--- src/rtl/prog_loader_pkg.sv ---
// Shared types and constants for the boot-time program loader.
// The frame is: SYNC, count hi, count lo, big-endian words, XOR checksum.
package prog_loader_pkg;

    typedef enum logic [2:0] {
        ST_IDLE    = 3'd0,
        ST_LEN_HI  = 3'd1,
        ST_LEN_LO  = 3'd2,
        ST_DATA_HI = 3'd3,
        ST_DATA_LO = 3'd4,
        ST_CHECK   = 3'd5,
        ST_DONE    = 3'd6,
        ST_ERROR   = 3'd7
    } state_t;

    localparam logic [7:0] SYNC_DEFAULT  = 8'hA5;
    localparam int         DEPTH_DEFAULT = 256;

    function automatic int cnt_width(input int depth);
        return $clog2(depth + 1);
    endfunction

    // Word counter must hold DEPTH itself, not just DEPTH-1.
    localparam int CNT_W = cnt_width(DEPTH_DEFAULT);

    function automatic logic state_busy(input state_t s);
        case (s)
            ST_LEN_HI, ST_LEN_LO, ST_DATA_HI, ST_DATA_LO, ST_CHECK: return 1'b1;
            default:                                                 return 1'b0;
        endcase
    endfunction

endpackage

--- src/rtl/prog_loader.sv ---
// Streams a framed byte image into instruction memory and keeps the core in
// reset until a frame with a matching XOR checksum has been fully written.
module prog_loader
    import prog_loader_pkg::*;
#(
    parameter int         DEPTH = DEPTH_DEFAULT,
    parameter logic [7:0] SYNC  = SYNC_DEFAULT
) (
    input  logic        clk,
    input  logic        reset_n,
    input  logic [7:0]  rx_data,
    input  logic        rx_valid,
    output logic        rx_ready,
    output logic        imem_we,
    output logic [15:0] imem_waddr,
    output logic [15:0] imem_wdata,
    output logic        core_reset,
    output logic        busy,
    output logic        done,
    output logic        err
);

    localparam int CW = cnt_width(DEPTH);
    localparam logic [CW-1:0] CNT_ONE = {{(CW-1){1'b0}}, 1'b1};

    state_t          r_state;
    state_t          w_state_nxt;
    logic            r_rx_ready;
    logic            r_we;
    logic [15:0]     r_waddr;
    logic [15:0]     r_wdata;
    logic            r_core_reset;
    logic            r_busy;
    logic            r_done;
    logic            r_err;
    logic [7:0]      r_len_hi;
    logic [7:0]      r_data_hi;
    logic [7:0]      r_csum;
    logic [15:0]     r_addr;
    logic [CW-1:0]   r_cnt;

    logic            w_accept;
    logic            w_is_sync;
    logic [15:0]     w_len;
    logic            w_len_bad;
    logic            w_csum_ok;

    assign w_accept  = rx_valid && r_rx_ready;
    assign w_is_sync = (rx_data == SYNC);
    assign w_len     = {r_len_hi, rx_data};
    assign w_len_bad = (w_len > 16'(DEPTH));
    assign w_csum_ok = (rx_data == r_csum);

    // Next-state decode; only an accepted byte can move the FSM.
    always_comb begin
        w_state_nxt = r_state;
        if (w_accept) begin
            case (r_state)
                ST_IDLE, ST_DONE, ST_ERROR: begin
                    if (w_is_sync) begin
                        w_state_nxt = ST_LEN_HI;
                    end else begin
                        w_state_nxt = r_state;
                    end
                end
                ST_LEN_HI: w_state_nxt = ST_LEN_LO;
                ST_LEN_LO: begin
                    if (w_len_bad) begin
                        w_state_nxt = ST_ERROR;
                    end else if (w_len == 16'd0) begin
                        w_state_nxt = ST_CHECK;
                    end else begin
                        w_state_nxt = ST_DATA_HI;
                    end
                end
                ST_DATA_HI: w_state_nxt = ST_DATA_LO;
                ST_DATA_LO: begin
                    if (r_cnt == CNT_ONE) begin
                        w_state_nxt = ST_CHECK;
                    end else begin
                        w_state_nxt = ST_DATA_HI;
                    end
                end
                ST_CHECK: begin
                    if (w_csum_ok) begin
                        w_state_nxt = ST_DONE;
                    end else begin
                        w_state_nxt = ST_ERROR;
                    end
                end
                default: w_state_nxt = ST_IDLE;
            endcase
        end else begin
            w_state_nxt = r_state;
        end
    end

    // Datapath and registered outputs.
    always_ff @(posedge clk or negedge reset_n) begin
        if (!reset_n) begin
            r_state      <= ST_IDLE;
            r_rx_ready   <= 1'b0;
            r_we         <= 1'b0;
            r_waddr      <= 16'd0;
            r_wdata      <= 16'd0;
            r_core_reset <= 1'b1;
            r_busy       <= 1'b0;
            r_done       <= 1'b0;
            r_err        <= 1'b0;
            r_len_hi     <= 8'd0;
            r_data_hi    <= 8'd0;
            r_csum       <= 8'd0;
            r_addr       <= 16'd0;
            r_cnt        <= {CW{1'b0}};
        end else begin
            r_rx_ready <= 1'b1;
            r_we       <= 1'b0;
            r_state    <= w_state_nxt;
            r_busy     <= state_busy(w_state_nxt);
            if (w_accept) begin
                case (r_state)
                    ST_IDLE, ST_DONE, ST_ERROR: begin
                        if (w_is_sync) begin
                            r_core_reset <= 1'b1;
                            r_done       <= 1'b0;
                            r_err        <= 1'b0;
                            r_csum       <= 8'd0;
                            r_addr       <= 16'd0;
                        end
                    end
                    ST_LEN_HI: r_len_hi <= rx_data;
                    ST_LEN_LO: begin
                        r_cnt <= w_len[CW-1:0];
                        if (w_len_bad) begin
                            r_err <= 1'b1;
                        end
                    end
                    ST_DATA_HI: begin
                        r_data_hi <= rx_data;
                        r_csum    <= r_csum ^ rx_data;
                    end
                    ST_DATA_LO: begin
                        r_we    <= 1'b1;
                        r_waddr <= r_addr;
                        r_wdata <= {r_data_hi, rx_data};
                        r_addr  <= r_addr + 16'd2;
                        r_csum  <= r_csum ^ rx_data;
                        r_cnt   <= r_cnt - CNT_ONE;
                    end
                    ST_CHECK: begin
                        if (w_csum_ok) begin
                            r_done       <= 1'b1;
                            r_core_reset <= 1'b0;
                        end else begin
                            r_err        <= 1'b1;
                        end
                    end
                    default: r_err <= 1'b1;
                endcase
            end
        end
    end

    assign rx_ready   = r_rx_ready;
    assign imem_we    = r_we;
    assign imem_waddr = r_waddr;
    assign imem_wdata = r_wdata;
    assign core_reset = r_core_reset;
    assign busy       = r_busy;
    assign done       = r_done;
    assign err        = r_err;

endmodule
--- config.mk ---
export PLATFORM = sky130hd
export DESIGN_NAME = prog_loader
export DESIGN_NICKNAME = d
export VERILOG_FILES = /design/src/rtl/prog_loader_pkg.sv /design/src/rtl/prog_loader.sv
export SDC_FILE = /design/constraint.sdc
export NUM_CORES = 1
export LEC_CHECK = 0
export BUFFER_PORTS_ARGS = -buffer_cell sky130_fd_sc_hd__buf_2
export CORE_UTILIZATION = 60
export DETAILED_ROUTE_END_ITERATION = 10
export MAX_ROUTING_LAYER = met4
export PLACE_DENSITY = 0.82
export SYNTH_ARGS = -nofsm -noshare
export SYNTH_HDL_FRONTEND = slang
export SYNTH_SLANG_ARGS = --single-unit
--- constraint.sdc ---
create_clock -name clk -period 5.2 [get_ports clk]
set_input_delay 0.52 -clock clk [delete_from_list [all_inputs] [get_ports clk]]
set_output_delay 0.52 -clock clk [all_outputs]
set_load 0.005 [all_outputs]
==> results.json <==
{
  "ys_warn_count": 0,
  "finClkSkew_ns": 0.00877,
  "max-cap-violations": 0,
  "tritoncts": "built",
  "n_antenna_cell": 0,
  "syn_avg_cell_area_um2": 9.13,
  "grt_pass1_vias": 3165,
  "drive_gt1_share_pct": 17.8,
  "drc": 0,
  "initial_core_util_pct": 61.8,
  "cts_buffer_depth": 2,
  "status": "complete, no violations",
  "synthFlopType": "dfrtp_1",
  "crit_path_end_kind": "flop",
  "syn-cell-area_um2": 4200,
  "critical_path.max_stage_delay_ns": 0.75,
  "critPathKind": "reg2reg",
  "rows": 30,
  "powerDensity_nw_per_um2": 453,
  "min-delay-path-class": "in2async",
  "routed_via_density": 5.67,
  "fmax_mhz": 349,
  "dp_hpwl_mm": 6.00,
  "die_area_um2": 7340,
  "hold_slack_ns": 0.337,
  "cts.clk_slew.worst_paths_ns": 0.09,
  "hold_viol": 0,
  "critPathRequiredTime_ns": 5.45,
  "grt.busiest_layer": "met2",
  "core_area_um2": 6790,
  "cts_resized": 0,
  "postCtsSetupBuffers": 0,
  "gr-usage-met2_pct": 42.6,
  "h-tree-depth": 3,
  "synthMostInstantiatedCell": "nand2_1",
  "crit_top_cell": "nand2_1",
  "drtIter0Drc": 234,
  "grt_overflow": 0,
  "io_buffer_count": 47,
  "synth.area.top_cells": "dfrtp_1 (52%), nand2_1 (12%), o21ai_0 (4.6%)",
  "grt_antenna_before_repair": 0,
  "ys_async_sr_fraction_pct": 100,
  "area_growth_pct": 9.95,
  "yosys.cell_types.count": 51,
  "ant_nets": 0,
  "insertion_delay_ns": 0.36,
  "routedWlPerCell_um": 14.8,
  "drv_slew": 0,
  "rr_worst_depth": 7,
  "synth-seq-cells": 88,
  "cts_made_buffers": 9,
  "fin_crit_sh_pct": 55.1,
  "max_slew.worst_pin.slew_ns": 1.09,
  "synth_commonest_cells": "nand2_1 (139), dfrtp_1 (87), o21ai_0 (39), nor2_1 (25), mux2_2 (17)",
  "yosysSeqAreaShare_pct": 52.5,
  "dr.pass1.iters": 4,
  "critPathMaxFanout": 45,
  "via_count": 3379,
  "setup_viol": 0,
  "arrival_ns": 3.11,
  "leakagePower_uw": 0.00229,
  "cp_top_family": "buffers and inverters",
  "reg2reg_to": "r_addr[4]",
  "period_needed_ns": 2.86,
  "grt_util_all_layers_pct": 26.7,
  "regToRegStartpoint": "r_state[1]",
  "fin_tns_setup_ns": 0,
  "irDropWorstVdd_mv": 0.257,
  "synth.largest_area_cell": "dfrtp_1",
  "gp_congestion": 0.852,
  "clock_sink_count": 88,
  "wirelength_mm": 8.82,
  "boundaryPins": 49,
  "synth_edf_count": 0,
  "rsz0062_at_grt": "false",
  "die_h_um": 85.7,
  "grtUsageMet1_pct": 35.0,
  "ctsRootBufferMaster": "clkbuf_8",
  "crit_chain": "nor3b_2 -> nand2_1 -> buf_4 -> clkinv_1 -> nand2_1 -> a21boi_0 -> or2_2",
  "relSlewSlack_pct": 27.6,
  "grtUsageMet3_pct": 3.46,
  "crit_slowest_cell": "clkinv_1",
  "layout.nets": 510,
  "die_w_um": 85.7,
  "grt_max_degree": 89,
  "synth_fp_nets": 474,
  "synth_top_area_share_pct": 51.8,
  "worst-r2r-setup-slack_ns": 2.34,
  "path_buf_inv": 2,
  "startpoint_type": "flop",
  "synthCells": 460,
  "grt_pass1_wl_mm": 14.9,
  "holdBufCountCts": 0
}
==> placed cells by master (no fill, tap or decap), drive strengths merged, types with 2 or more instances in the layout <==
cell type / count
nor2: 25
clkinv: 5
mux2: 17
or4: 3
nand2: 139
a22oi: 2
a311oi: 2
o22ai: 2
and2: 4
nor2b: 4
buf: 49
nor3b: 2
a21oi: 14
nor4: 8
and3: 2
inv: 7
nand3: 12
o41ai: 2
conb: 2
nor3: 9
nand3b: 2
o21ai: 44
clkbuf: 10
a21boi: 2
a31oi: 4
a21o: 7
nand4: 6
dfrtp: 87
xnor2: 2
xor2: 6
or3: 3
o211ai: 2
ha: 3
==> power by group <==
part	internal [uW]	total, uW	switching (uW)
clock	171	413	242
sequential	893	1080	190
combinational	282	593	312
==> kinds of logic (layout without fill, tap and decap cells) <==
| family | after synthesis | in the layout | share of synthesized area (%) |
|---|---|---|---|
| compound gates | 88 | 88 | 12.7 |
| xor+xnor | 8 | 8 | 1.67 |
| buf+inv | 32 | 72 | 3.52 |
| mux | 18 | 18 | 4.80 |
| flops | 88 | 88 | 52.5 |
| simple gates | 221 | 221 | 23.8 |
| other cells | 2 | 2 | 0.179 |
| fa+ha+maj | 3 | 3 | 0.894 |
==> registers in the layout (all words and copies together), names as in the netlist <==
name,flops
imem_wdata,16
imem_waddr,15
r_addr,15
r_cnt,9
r_csum,8
r_data_hi,8
r_len_hi,8
r_state,3
busy,1
core_reset,1
done,1
err,1
imem_we,1
rx_ready,1
==> through the flow <==
stage / total power (uW) / worst slack [ns] / utilization, % / cell area [um2] / cells
floorplan: 1480 / 3.04 / - / 4200 / 460
detailed placement: 1690 / 2.30 / 65.6 / 4450 / 581
global route: 2220 / 2.06 / 68.0 / 4620 / 596
CTS: 2100 / 2.34 / 68.0 / 4620 / 596
global placement: 1650 / 2.32 / 65.6 / 4450 / 581
finish: 2090 / 2.34 / 68.0 / 4620 / 596
==> final cells by class <==
cell class	instances	area [um2]
Sequential cell	88	2200
Fill cell	566	2180
Multi-Input combinational cell	340	1850
Timing Repair Buffer	49	253
Clock buffer	10	128
Tap cell	96	120
Clock inverter	5	35.0
Inverter	8	30.0
==> worst max path at each step <==
stage	from	to	slack (ns)	depth (start not counted)
detailed placement	rx_valid	imem_wdata[5]	2.30	8
CTS	r_state[1]	r_addr[4]	2.34	7
global route	r_state[1]	imem_wdata[11]	2.06	7
global placement	rx_valid	r_addr[4]	2.32	8
floorplan	rx_data[1]	busy	3.04	7
finish	r_state[1]	r_addr[4]	2.34	7
==> worst register-to-register path, stage by stage, from the launching register on <==
cell	delay, ns
dfrtp_1	0.65
nor3b_2	0.24
nand2_1	0.12
buf_4	0.38
clkinv_1	0.76
nand2_1	0.20
a21boi_0	0.10
or2_2	0.30
==> layer usage <==
metal	share of wire [%]	wire [um]
met5	0	0
met4	1.8	155
met3	3.7	329
met2	49	4320
met1	46	4010
Power figures use the tool's default switching activity.
